===== src/rtl/accel_cmp_pkg.sv =====
// Shared definitions for the OFM compare engine: FSM state codes, read-latency
// bounds, counter widths and the saturating error-count adder.
package accel_cmp_pkg;

   localparam int STATE_W = 2;
   localparam logic [STATE_W-1:0] ST_IDLE   = 2'd0;
   localparam logic [STATE_W-1:0] ST_ISSUE  = 2'd1;
   localparam logic [STATE_W-1:0] ST_DRAIN  = 2'd2;
   localparam logic [STATE_W-1:0] ST_FINISH = 2'd3;

   localparam int RD_LAT_MIN = 1;
   localparam int RD_LAT_MAX = 4;

   localparam int SIZE_W  = 9;
   localparam int NFILT_W = 11;
   localparam int TOTAL_W = 2 * SIZE_W + NFILT_W;
   localparam int ERR_W   = 16;

   localparam logic [ERR_W-1:0] ERR_MAX = '1;

   function automatic logic [ERR_W-1:0] sat_add(input logic [ERR_W-1:0] acc,
                                                 input logic [ERR_W-1:0] inc);
      logic [ERR_W:0] sum;
      sum = {1'b0, acc} + {1'b0, inc};
      return sum[ERR_W] ? ERR_MAX : sum[ERR_W-1:0];
   endfunction

endpackage


===== src/rtl/ofm_lane_cmp.sv =====
// Per-lane compare of one OFM word against its golden word, with lane masking,
// mismatch popcount and lowest mismatching lane. OFM_CMP_TOLERANCE_EN selects
// magnitude-tolerant compare instead of exact bitwise compare.
module ofm_lane_cmp
   import accel_cmp_pkg::*;
#(
   parameter int DATA_WIDTH = 16,
   parameter int LANES      = 16,
   parameter int CNT_W      = $clog2(LANES + 1),
   parameter int LIDX_W     = (LANES > 1) ? $clog2(LANES) : 1
) (
   input  logic [LANES*DATA_WIDTH-1:0] ofm_word,
   input  logic [LANES*DATA_WIDTH-1:0] gold_word,
   input  logic [LANES-1:0]            lane_mask,
   input  logic [DATA_WIDTH-1:0]       tolerance,
   output logic [CNT_W-1:0]            mism_cnt,
   output logic [LIDX_W-1:0]           low_lane
);

   logic [LANES-1:0] raw;
   logic [LANES-1:0] mism;

   for (genvar g = 0; g < LANES; g++) begin : g_lane
      logic [DATA_WIDTH-1:0] a;
      logic [DATA_WIDTH-1:0] b;
      assign a = ofm_word[g*DATA_WIDTH +: DATA_WIDTH];
      assign b = gold_word[g*DATA_WIDTH +: DATA_WIDTH];
`ifdef OFM_CMP_TOLERANCE_EN
      // One extra bit so the signed difference can never overflow.
      logic signed [DATA_WIDTH:0] diff;
      logic        [DATA_WIDTH:0] mag;
      assign diff   = $signed({a[DATA_WIDTH-1], a}) - $signed({b[DATA_WIDTH-1], b});
      assign mag    = diff[DATA_WIDTH] ? (~diff + 1'b1) : diff;
      assign raw[g] = mag > {1'b0, tolerance};
`else
      assign raw[g] = (a != b);
`endif
   end

`ifndef OFM_CMP_TOLERANCE_EN
   logic unused_tol;
   assign unused_tol = ^tolerance;
`endif

   assign mism = raw & lane_mask;

   // NOTE: every always_comb output gets a default first so no latch is inferred.
   always_comb begin
      mism_cnt = '0;
      low_lane = '0;
      for (int i = LANES - 1; i >= 0; i--) begin
         mism_cnt = mism_cnt + CNT_W'(mism[i]);
         if (mism[i]) low_lane = LIDX_W'(i);
      end
   end

endmodule


===== src/rtl/ofm_compare_engine.sv =====
// Streams an OFM RAM and a golden RAM word by word, counts mismatching elements
// and records the first one. Build option: OFM_CMP_TOLERANCE_EN (tolerant compare).
module ofm_compare_engine
   import accel_cmp_pkg::*;
#(
   parameter int DATA_WIDTH = 16,
   parameter int LANES      = 16,
   parameter int ADDR_WIDTH = 20,
   parameter int RD_LATENCY = 1
) (
   input  logic                        clk,
   input  logic                        rst_n,
   input  logic                        start,
   output logic                        done,
   output logic                        busy,
   input  logic [SIZE_W-1:0]           ofm_size,
   input  logic [NFILT_W-1:0]          num_filter,
   input  logic                        stop_on_err,
   output logic                        ofm_rd_en,
   output logic [ADDR_WIDTH-1:0]       ofm_rd_addr,
   input  logic [LANES*DATA_WIDTH-1:0] ofm_rd_data,
   output logic                        gold_rd_en,
   output logic [ADDR_WIDTH-1:0]       gold_rd_addr,
   input  logic [LANES*DATA_WIDTH-1:0] gold_rd_data,
   output logic                        pass,
   output logic [ERR_W-1:0]            err_count,
   output logic [ADDR_WIDTH+7:0]       first_err_idx,
   input  logic [DATA_WIDTH-1:0]       tolerance
);

   localparam int CNT_W  = $clog2(LANES + 1);
   localparam int LIDX_W = (LANES > 1) ? $clog2(LANES) : 1;
   localparam int IDX_W  = ADDR_WIDTH + 8;

   if (RD_LATENCY < RD_LAT_MIN || RD_LATENCY > RD_LAT_MAX) begin : g_lat_check
      $error("ofm_compare_engine: RD_LATENCY must be within 1..4");
   end

   logic [STATE_W-1:0]    state_q, state_d;
   logic [TOTAL_W-1:0]    words_q, issue_cnt_q;
   logic [LIDX_W-1:0]     rem_q;
   logic                  stop_q;
   logic [DATA_WIDTH-1:0] tol_q;

   logic [RD_LATENCY-1:0] pipe_vld_q;
   logic [LANES-1:0]      pipe_mask_q [RD_LATENCY];
   logic [ADDR_WIDTH-1:0] pipe_addr_q [RD_LATENCY];

   logic                  cmp_vld_q;
   logic [CNT_W-1:0]      cmp_cnt_q;
   logic [LIDX_W-1:0]     cmp_lane_q;
   logic [ADDR_WIDTH-1:0] cmp_addr_q;

   logic [ERR_W-1:0]      err_q, err_d;
   logic [IDX_W-1:0]      first_idx_q;
   logic                  found_q, pass_q;

   logic [TOTAL_W-1:0]    total_in, words_in;
   logic [LIDX_W-1:0]     rem_in;
   logic                  start_acc, last_word, stop_hit, issue, pipe_busy;
   logic [LANES-1:0]      issue_mask, cmp_mask;
   logic [CNT_W-1:0]      lane_cnt;
   logic [LIDX_W-1:0]     lane_low;

   assign total_in  = TOTAL_W'(ofm_size) * TOTAL_W'(ofm_size) * TOTAL_W'(num_filter);
   assign words_in  = (total_in + TOTAL_W'(LANES - 1)) / TOTAL_W'(LANES);
   assign rem_in    = LIDX_W'(total_in % TOTAL_W'(LANES));
   assign start_acc = (state_q == ST_IDLE) && start;
   assign last_word = (issue_cnt_q == words_q - TOTAL_W'(1));
   assign stop_hit  = stop_q && cmp_vld_q && (cmp_cnt_q != '0);
   assign issue     = (state_q == ST_ISSUE) && !stop_hit;
   assign pipe_busy = (|pipe_vld_q) || cmp_vld_q;
   assign err_d     = cmp_vld_q ? sat_add(err_q, ERR_W'(cmp_cnt_q)) : err_q;

   // Only the final word of a ragged pass carries invalid upper lanes.
   always_comb begin
      issue_mask = '1;
      if (last_word && rem_q != '0) begin
         for (int i = 0; i < LANES; i++) begin
            if (i >= int'(rem_q)) issue_mask[i] = 1'b0;
         end
      end
   end

   always_comb begin
      state_d = state_q;
      case (state_q)
         ST_IDLE:   if (start) state_d = (total_in == '0) ? ST_DRAIN : ST_ISSUE;
         ST_ISSUE:  if (stop_hit) state_d = ST_FINISH;
                    else if (last_word) state_d = ST_DRAIN;
         ST_DRAIN:  if (stop_hit || !pipe_busy) state_d = ST_FINISH;
         default:   state_d = ST_IDLE;
      endcase
   end

   assign cmp_mask = pipe_vld_q[RD_LATENCY-1] ? pipe_mask_q[RD_LATENCY-1] : '0;

   ofm_lane_cmp #(
      .DATA_WIDTH (DATA_WIDTH),
      .LANES      (LANES),
      .CNT_W      (CNT_W),
      .LIDX_W     (LIDX_W)
   ) u_lane_cmp (
      .ofm_word  (ofm_rd_data),
      .gold_word (gold_rd_data),
      .lane_mask (cmp_mask),
      .tolerance (tol_q),
      .mism_cnt  (lane_cnt),
      .low_lane  (lane_low)
   );

   // NOTE: sequential state uses non-blocking assignment; a later assignment in
   // this block (e.g. the flush on stop) deliberately overrides an earlier one.
   always_ff @(posedge clk or negedge rst_n) begin
      if (!rst_n) begin
         state_q     <= ST_IDLE;
         words_q     <= '0;
         issue_cnt_q <= '0;
         rem_q       <= '0;
         stop_q      <= 1'b0;
         tol_q       <= '0;
         pipe_vld_q  <= '0;
         // NOTE: the pipeline arrays are tiny flop stages, so they are reset
         // alongside the valid bits rather than left as uninitialised storage.
         for (int i = 0; i < RD_LATENCY; i++) begin
            pipe_mask_q[i] <= '0;
            pipe_addr_q[i] <= '0;
         end
         cmp_vld_q   <= 1'b0;
         cmp_cnt_q   <= '0;
         cmp_lane_q  <= '0;
         cmp_addr_q  <= '0;
         err_q       <= '0;
         first_idx_q <= '0;
         found_q     <= 1'b0;
         pass_q      <= 1'b0;
      end else begin
         state_q        <= state_d;
         pipe_vld_q[0]  <= issue;
         pipe_mask_q[0] <= issue_mask;
         pipe_addr_q[0] <= ADDR_WIDTH'(issue_cnt_q);
         for (int i = 1; i < RD_LATENCY; i++) begin
            pipe_vld_q[i]  <= pipe_vld_q[i-1];
            pipe_mask_q[i] <= pipe_mask_q[i-1];
            pipe_addr_q[i] <= pipe_addr_q[i-1];
         end
         cmp_vld_q  <= pipe_vld_q[RD_LATENCY-1];
         cmp_cnt_q  <= lane_cnt;
         cmp_lane_q <= lane_low;
         cmp_addr_q <= pipe_addr_q[RD_LATENCY-1];
         if (stop_hit) begin
            pipe_vld_q <= '0;
            cmp_vld_q  <= 1'b0;
         end
         if (start_acc) begin
            words_q     <= words_in;
            rem_q       <= rem_in;
            stop_q      <= stop_on_err;
            tol_q       <= tolerance;
            issue_cnt_q <= '0;
            err_q       <= '0;
            first_idx_q <= '0;
            found_q     <= 1'b0;
            pass_q      <= 1'b0;
         end else begin
            if (issue) issue_cnt_q <= issue_cnt_q + TOTAL_W'(1);
            err_q <= err_d;
            if (cmp_vld_q && cmp_cnt_q != '0 && !found_q) begin
               found_q     <= 1'b1;
               first_idx_q <= IDX_W'(cmp_addr_q) * IDX_W'(LANES) + IDX_W'(cmp_lane_q);
            end
            if (state_d == ST_FINISH && state_q != ST_FINISH) pass_q <= (err_d == '0);
         end
      end
   end

   assign done          = (state_q == ST_FINISH);
   assign busy          = (state_q != ST_IDLE);
   assign ofm_rd_en     = issue;
   assign gold_rd_en    = issue;
   assign ofm_rd_addr   = ADDR_WIDTH'(issue_cnt_q);
   assign gold_rd_addr  = ADDR_WIDTH'(issue_cnt_q);
   assign pass          = pass_q;
   assign err_count     = err_q;
   assign first_err_idx = first_idx_q;

endmodule


===== config.mk =====
export PLATFORM = sky130hd
export DESIGN_NAME = ofm_compare_engine
export DESIGN_NICKNAME = d
export VERILOG_FILES = /design/src/rtl/accel_cmp_pkg.sv /design/src/rtl/ofm_lane_cmp.sv /design/src/rtl/ofm_compare_engine.sv
export SDC_FILE = /design/constraint.sdc
export NUM_CORES = 1
export LEC_CHECK = 0
export ABC_CLOCK_PERIOD_IN_PS = 7400
export CAP_MARGIN = 20
export CORE_AREA = 4 4 246 248
export CTS_CLUSTER_SIZE = 10
export DETAILED_ROUTE_END_ITERATION = 16
export DIE_AREA = 0 0 250 252
export GPL_ROUTABILITY_DRIVEN = 0
export GPL_TIMING_DRIVEN = 0
export HOLD_SLACK_MARGIN = 0.08
export PLACE_DENSITY = 0.72
export SLEW_MARGIN = 25
export SYNTH_ARGS = -nofsm -noshare
export SYNTH_HDL_FRONTEND = slang
export SYNTH_SLANG_ARGS = --single-unit

===== constraint.sdc =====
create_clock -name clk -period 7.4 [get_ports clk]
set_input_delay 1.11 -clock clk [delete_from_list [all_inputs] [get_ports clk]]
set_output_delay 1.11 -clock clk [all_outputs]
set_load 0.01 [all_outputs]

Yosys cells after proc, flatten, opt, wreduce, memory -nomap -nowiden
Cells that the tools add are included.

word-level totals
  flip-flop bits (word level) = 174
  word-level logic and storage cells = 150
  bits of input ports = 552

operators by class
  reductions and logical operators = 22
  multiply operators = 2
  muxes and demuxes = 52
  equality and inequality tests = 22
  bitwise gates (word level) = 1
  magnitude comparators = 15
  add/sub/neg operators = 20

operators by type and width
  kind                   count
  $ne 16x16->1           16
  $mux 16                5
  $add 5x1->5            14
  $mux 4                 16
  $mux 29                2
  $mux 28                2
  $add 29x1->29 const B  1
  $add 29x4->29 const B  1
  $eq 29x29->1           1
  $logic_not 29->1       1
  $mul 18x11->29         1
  $ge 4x4->1 const A     7
  $sub 25x1->26 const B  1
  $add 24x4->25          1
  $mux 1                 21
  $mul 9x9->18           1
  $add 16x5->17          1
  $and 16x16->16         1
  $ge 3x4->1 const A     4
  $logic_not 16->1       1
  $mux 2                 5
  $ge 1x4->1 const A     2
  $ge 2x4->1 const A     2
  $logic_and 1x1->1      8
  other kinds (11)       19

Longest topological paths before layout
  depth in word-level cells = 18
  mapped depth = 44
  mapped depth without buffers = 40

Hierarchy
Synthesis repeated with hierarchy kept, for this count alone.

second synthesis, totals
  cells, all modules = 2361
  area, all modules = 21065.2 µm²

by module, submodules not included
  module              cells each  seq. area each (µm²)  instances  area an instance (µm²)
  ofm_compare_engine  1958        4654.5                1          17643.2
  ofm_lane_cmp        403         0.0                   1          3422.0

Worst setup path before layout
OpenSTA, ideal clock, no wires.

  kind = input -> register
  start point = in ofm_size[0]
  end point = reg words_q[24]
  data required time = 7.273 ns
  library setup time = 0.127 ns
  path buffers = 3
  arrival = 10.533 ns
  stages on the path = 40
  path slack = -3.259 ns
  path through = clkbuf_1 clkbuf_1 nand2_1 fa_1 fa_1 inv_1 ha_1 inv_1 fa_1 inv_1 fa_1 a21o_1 a21oi_1 o21bai_1 a21oi_1 nor2b_1 o21a_1 o31a_1 (+4 left out) fa_1 inv_1 fa_1 fa_1 fa_1 fa_1 inv_1 ha_1 a21o_1 a211o_1 or2_2 o221ai_1 nand4b_1 nand4bb_4 nor4_4 and4b_4 mux2i_1 nand3_1

between the ends
  longest elaborated chain between the ends = 3

ends and longest elaborated chain
  item                    RTL line                   text
  start: declaration      ofm_compare_engine.sv:16   input logic [SIZE_W-1:0] ofm_size,
  $mul 9x9->18            ofm_compare_engine.sv:65   assign total_in = TOTAL_W'(ofm_size) * TOTAL_W'(ofm_size) * TOTAL_W'(num_filter);
  $mul 18x11->29          ofm_compare_engine.sv:65
  $add 29x4->29           ofm_compare_engine.sv:66   assign words_in = (total_in + TOTAL_W'(LANES - 1)) / TOTAL_W'(LANES);
  end signal: assignment  ofm_compare_engine.sv:156  words_q <= words_in;
  end: declaration        ofm_compare_engine.sv:40   logic [TOTAL_W-1:0] words_q, issue_cnt_q;

No other way between the ends.
A chain may end at the register's enable or synchronous reset.

Worst setup path after layout
Same ends and word-level chain as after synthesis.

==> flow_summary.toml <==
[setup_path]
startpoint_type = "input pin"
crit_top_cell = "fa_1"
crit_fanout = 5
crit_type = "in2reg"
cp-endpoint = "words_q[24]"
r2r-end = "cmp_cnt_q[4]"
crit_start = "ofm_size[0]"
r2r_cells = 13
required_ns = 7.73
reg2reg_slack_ns = 2.37
r2r-start = "pipe_vld_q"
endpoint_kind = "flip-flop"
cpPeakStageDelay_ns = 0.55
cp.arrival_ns = 10.50
slowest_stage = "fa_1"

[floorplan]
dieHeight_microns = 252
io_pins = 641
initial_core_util_pct = 34.1
std_cell_rows = 89
die_area_sq_um = 63000
core_sq_um = 58500
dieWidth_microns = 250

[timing]
slew_viol_final = 0
max_freq_mhz = 98.4
fin_crit_sh_pct = 137
worstMarginPinSlew_ns = 0.977
fin_crit_ns = 10.16
skew_ns = 0.0132
rsz0062_at_grt = "true"
whs_ns = 0.340
hold_violations = 0
final.setup.worst_slack_ns = -2.76
maxSlewHeadroom_pct = 34.6
setup-violations-final = 23

[global_route]
overflow = 0
antenna_found_initial = 43
track_usage_pct = 29.1
grt_max_degree = 99
grt_pass1_wl_microns = 133000
grt_pass1_vias = 19300

[placed_design]
place_area_sq_um = 27600
dp_cells = 3623
place_worst_setup_slack_ns = -4.26
io_buffers = 618
place_hpwl_microns = 79800

[cells_and_area]
design_area_sq_um = 29900
layout-drive-gt1-share_pct = 14.3
instances_no_fill = 3789
final_net_count = 3823
syn_to_final_growth_pct = 50.1
fillers = 5339

[clocking]
root_buffer = "clkbuf_16"
cts_made_buffers = 17
h-tree-depth = 4
cts_tree = "built"
clock-sinks = 170
cts_hold_buf = 0
clk_pin_slew_ns = 0.08
clk_latency_ns = 0.44
cts_buffer_depth = 2

[synth]
netlist_area_sq_um = 20000
ys_warn_count = 0
synth_top_cell_by_area = "dfrtp_1"
async_reset_ff_share_pct = 100
ys_top_cells_by_count = "xor2_1 (296), nand2_1 (242), inv_1 (231), fa_1 (180), dfrtp_1 (170)"
synthFlopType = "dfrtp_1"
yosysTopAreaCellShare_pct = 21.3
synth_cell_type_count = 81
synth.most_common_cell = "xor2_1"
syn_area_per_cell_sq_um = 8.96
netlist_instances = 2228
synth_edf_count = 0
ys_ff_latch = 170
synth_seq_area_share_pct = 21.3
synthTopCellsByArea = "dfrtp_1 (21%), fa_1 (18%), xor2_1 (13%)"

[detailed_routing]
drtIter0Drc = 1398
vias = 19100
route.detailed.drc = 0
drt-vias-per-instance = 5.04
firstDrtPassIters = 5
drt-total-wl_microns = 95600
drtAntennaViolNets = 0
post_drt_wl_per_cell_microns = 25.2

[hold_path]
hold_path_class = "reg2reg"

[run_status]
outcome = "finished, violations left"
violations = "negative setup slack"

[job]
max_cap_viol_count = 0
==> cell families (layout without fill, tap and decap cells) <==
family | Yosys count | in the layout | synth area share [%]
and+or+nand+nor | 795 | 795 | 21.1
DFF | 170 | 170 | 21.3
adders and majority gates | 294 | 294 | 25.2
muxes | 13 | 13 | 0.677
xor gates and xnor gates | 378 | 378 | 16.6
other | 2 | 31 | 0.0376
AOI/OAI and AO/OA | 228 | 228 | 7.47
buffers and inverters | 348 | 1107 | 7.58
==> worst min-delay path by stage <==
stage	to	slack [ns]	from	cells after the start
6_report	cmp_addr_q[8]	0.34	pipe_addr_q[8]	0
5_1_grt	cmp_addr_q[8]	0.34	pipe_addr_q[8]	0
4_1_cts	cmp_addr_q[8]	0.34	pipe_addr_q[8]	0
3_5_place_dp	cmp_addr_q[11]	0.33	pipe_addr_q[11]	0
3_3_place_gp	cmp_addr_q[14]	0.33	pipe_addr_q[14]	0
2_1_floorplan	cmp_addr_q[0]	0.33	pipe_addr_q[0]	0
==> placed cells by master (no fill, tap or decap), types with 22 or more instances in the layout <==
cell type | netlist | layout
o21ai_0 | 55 | 33
clkdlybuf4s50_1 | 0 | 610
inv_1 | 231 | 212
ha_1 | 114 | 96
xor2_1 | 296 | 291
nor2_1 | 96 | 89
fa_1 | 180 | 175
nand4_1 | 33 | 33
nand3_1 | 66 | 62
dfrtp_1 | 170 | 170
and2_1 | 154 | 138
diode_2 | 0 | 26
and3_1 | 25 | 22
nand2_1 | 242 | 230
clkbuf_1 | 64 | 43
a21oi_1 | 49 | 38
o21ai_1 | 10 | 27
buf_4 | 47 | 147
nor4_1 | 78 | 75
xnor2_1 | 81 | 59
==> flip-flops by register name (all words and copies together), names as in the netlist, 5 cells and up <==
register       count
pipe_mask_q       16
pipe_addr_q       20
cmp_addr_q        20
first_err_idx     24
words_q           25
cmp_cnt_q          5
err_count         16
issue_cnt_q       29
==> layer usage <==
metal	up-vias	global-route usage (%)	part of all wire (%)
met5	-	0	0.060
met4	8	21.6	8.9
met3	230	6.09	6.9
met2	869	46.6	46
met1	9207	34.8	39
li1	8791	-	-
==> repair_timing <==
action / in CTS / in global routing
setup endpoints to repair: 25 / 24
pin swaps: 102 / 69
cloned: 0 / 0
gates resized for setup: 145 / 99
buffers inserted: 72 / 42
hold endpoints to repair: 0 / 0
==> critical path, delay by kind of cell <==
kind	cells	cell delay (ns)
simple gates	7	1.33
mux	1	0.19
buf+inv	12	1.07
fa+ha+maj	11	4.77
xor+xnor	2	0.24
compound gates	9	1.78
==> through the flow <==
stage,TNS [ns],util [%]
final,-45.87,51.2
after global routing,-51.68,51.2
after CTS,-44.00,50.1
after detailed placement,-76.22,47.1
after global placement,-324.53,47.1
after floorplan,-42.64,-
==> cell type report <==
class	count	area (sq um)	share of cell area, %
Clock buffer	17	425	1.42
Clock inverter	15	206	0.689
Timing Repair Buffer	730	7090	23.7
Inverter	231	872	2.91
Multi-Input combinational cell	1713	15300	51.1
Sequential cell	170	4250	14.2
Buffer	114	764	2.55
Antenna cell	26	65.1	0.217
Tap cell	773	967	3.23
Power is not shown: default switching activity piles up to over one toggle a cycle in this logic, so the estimate is an artifact.
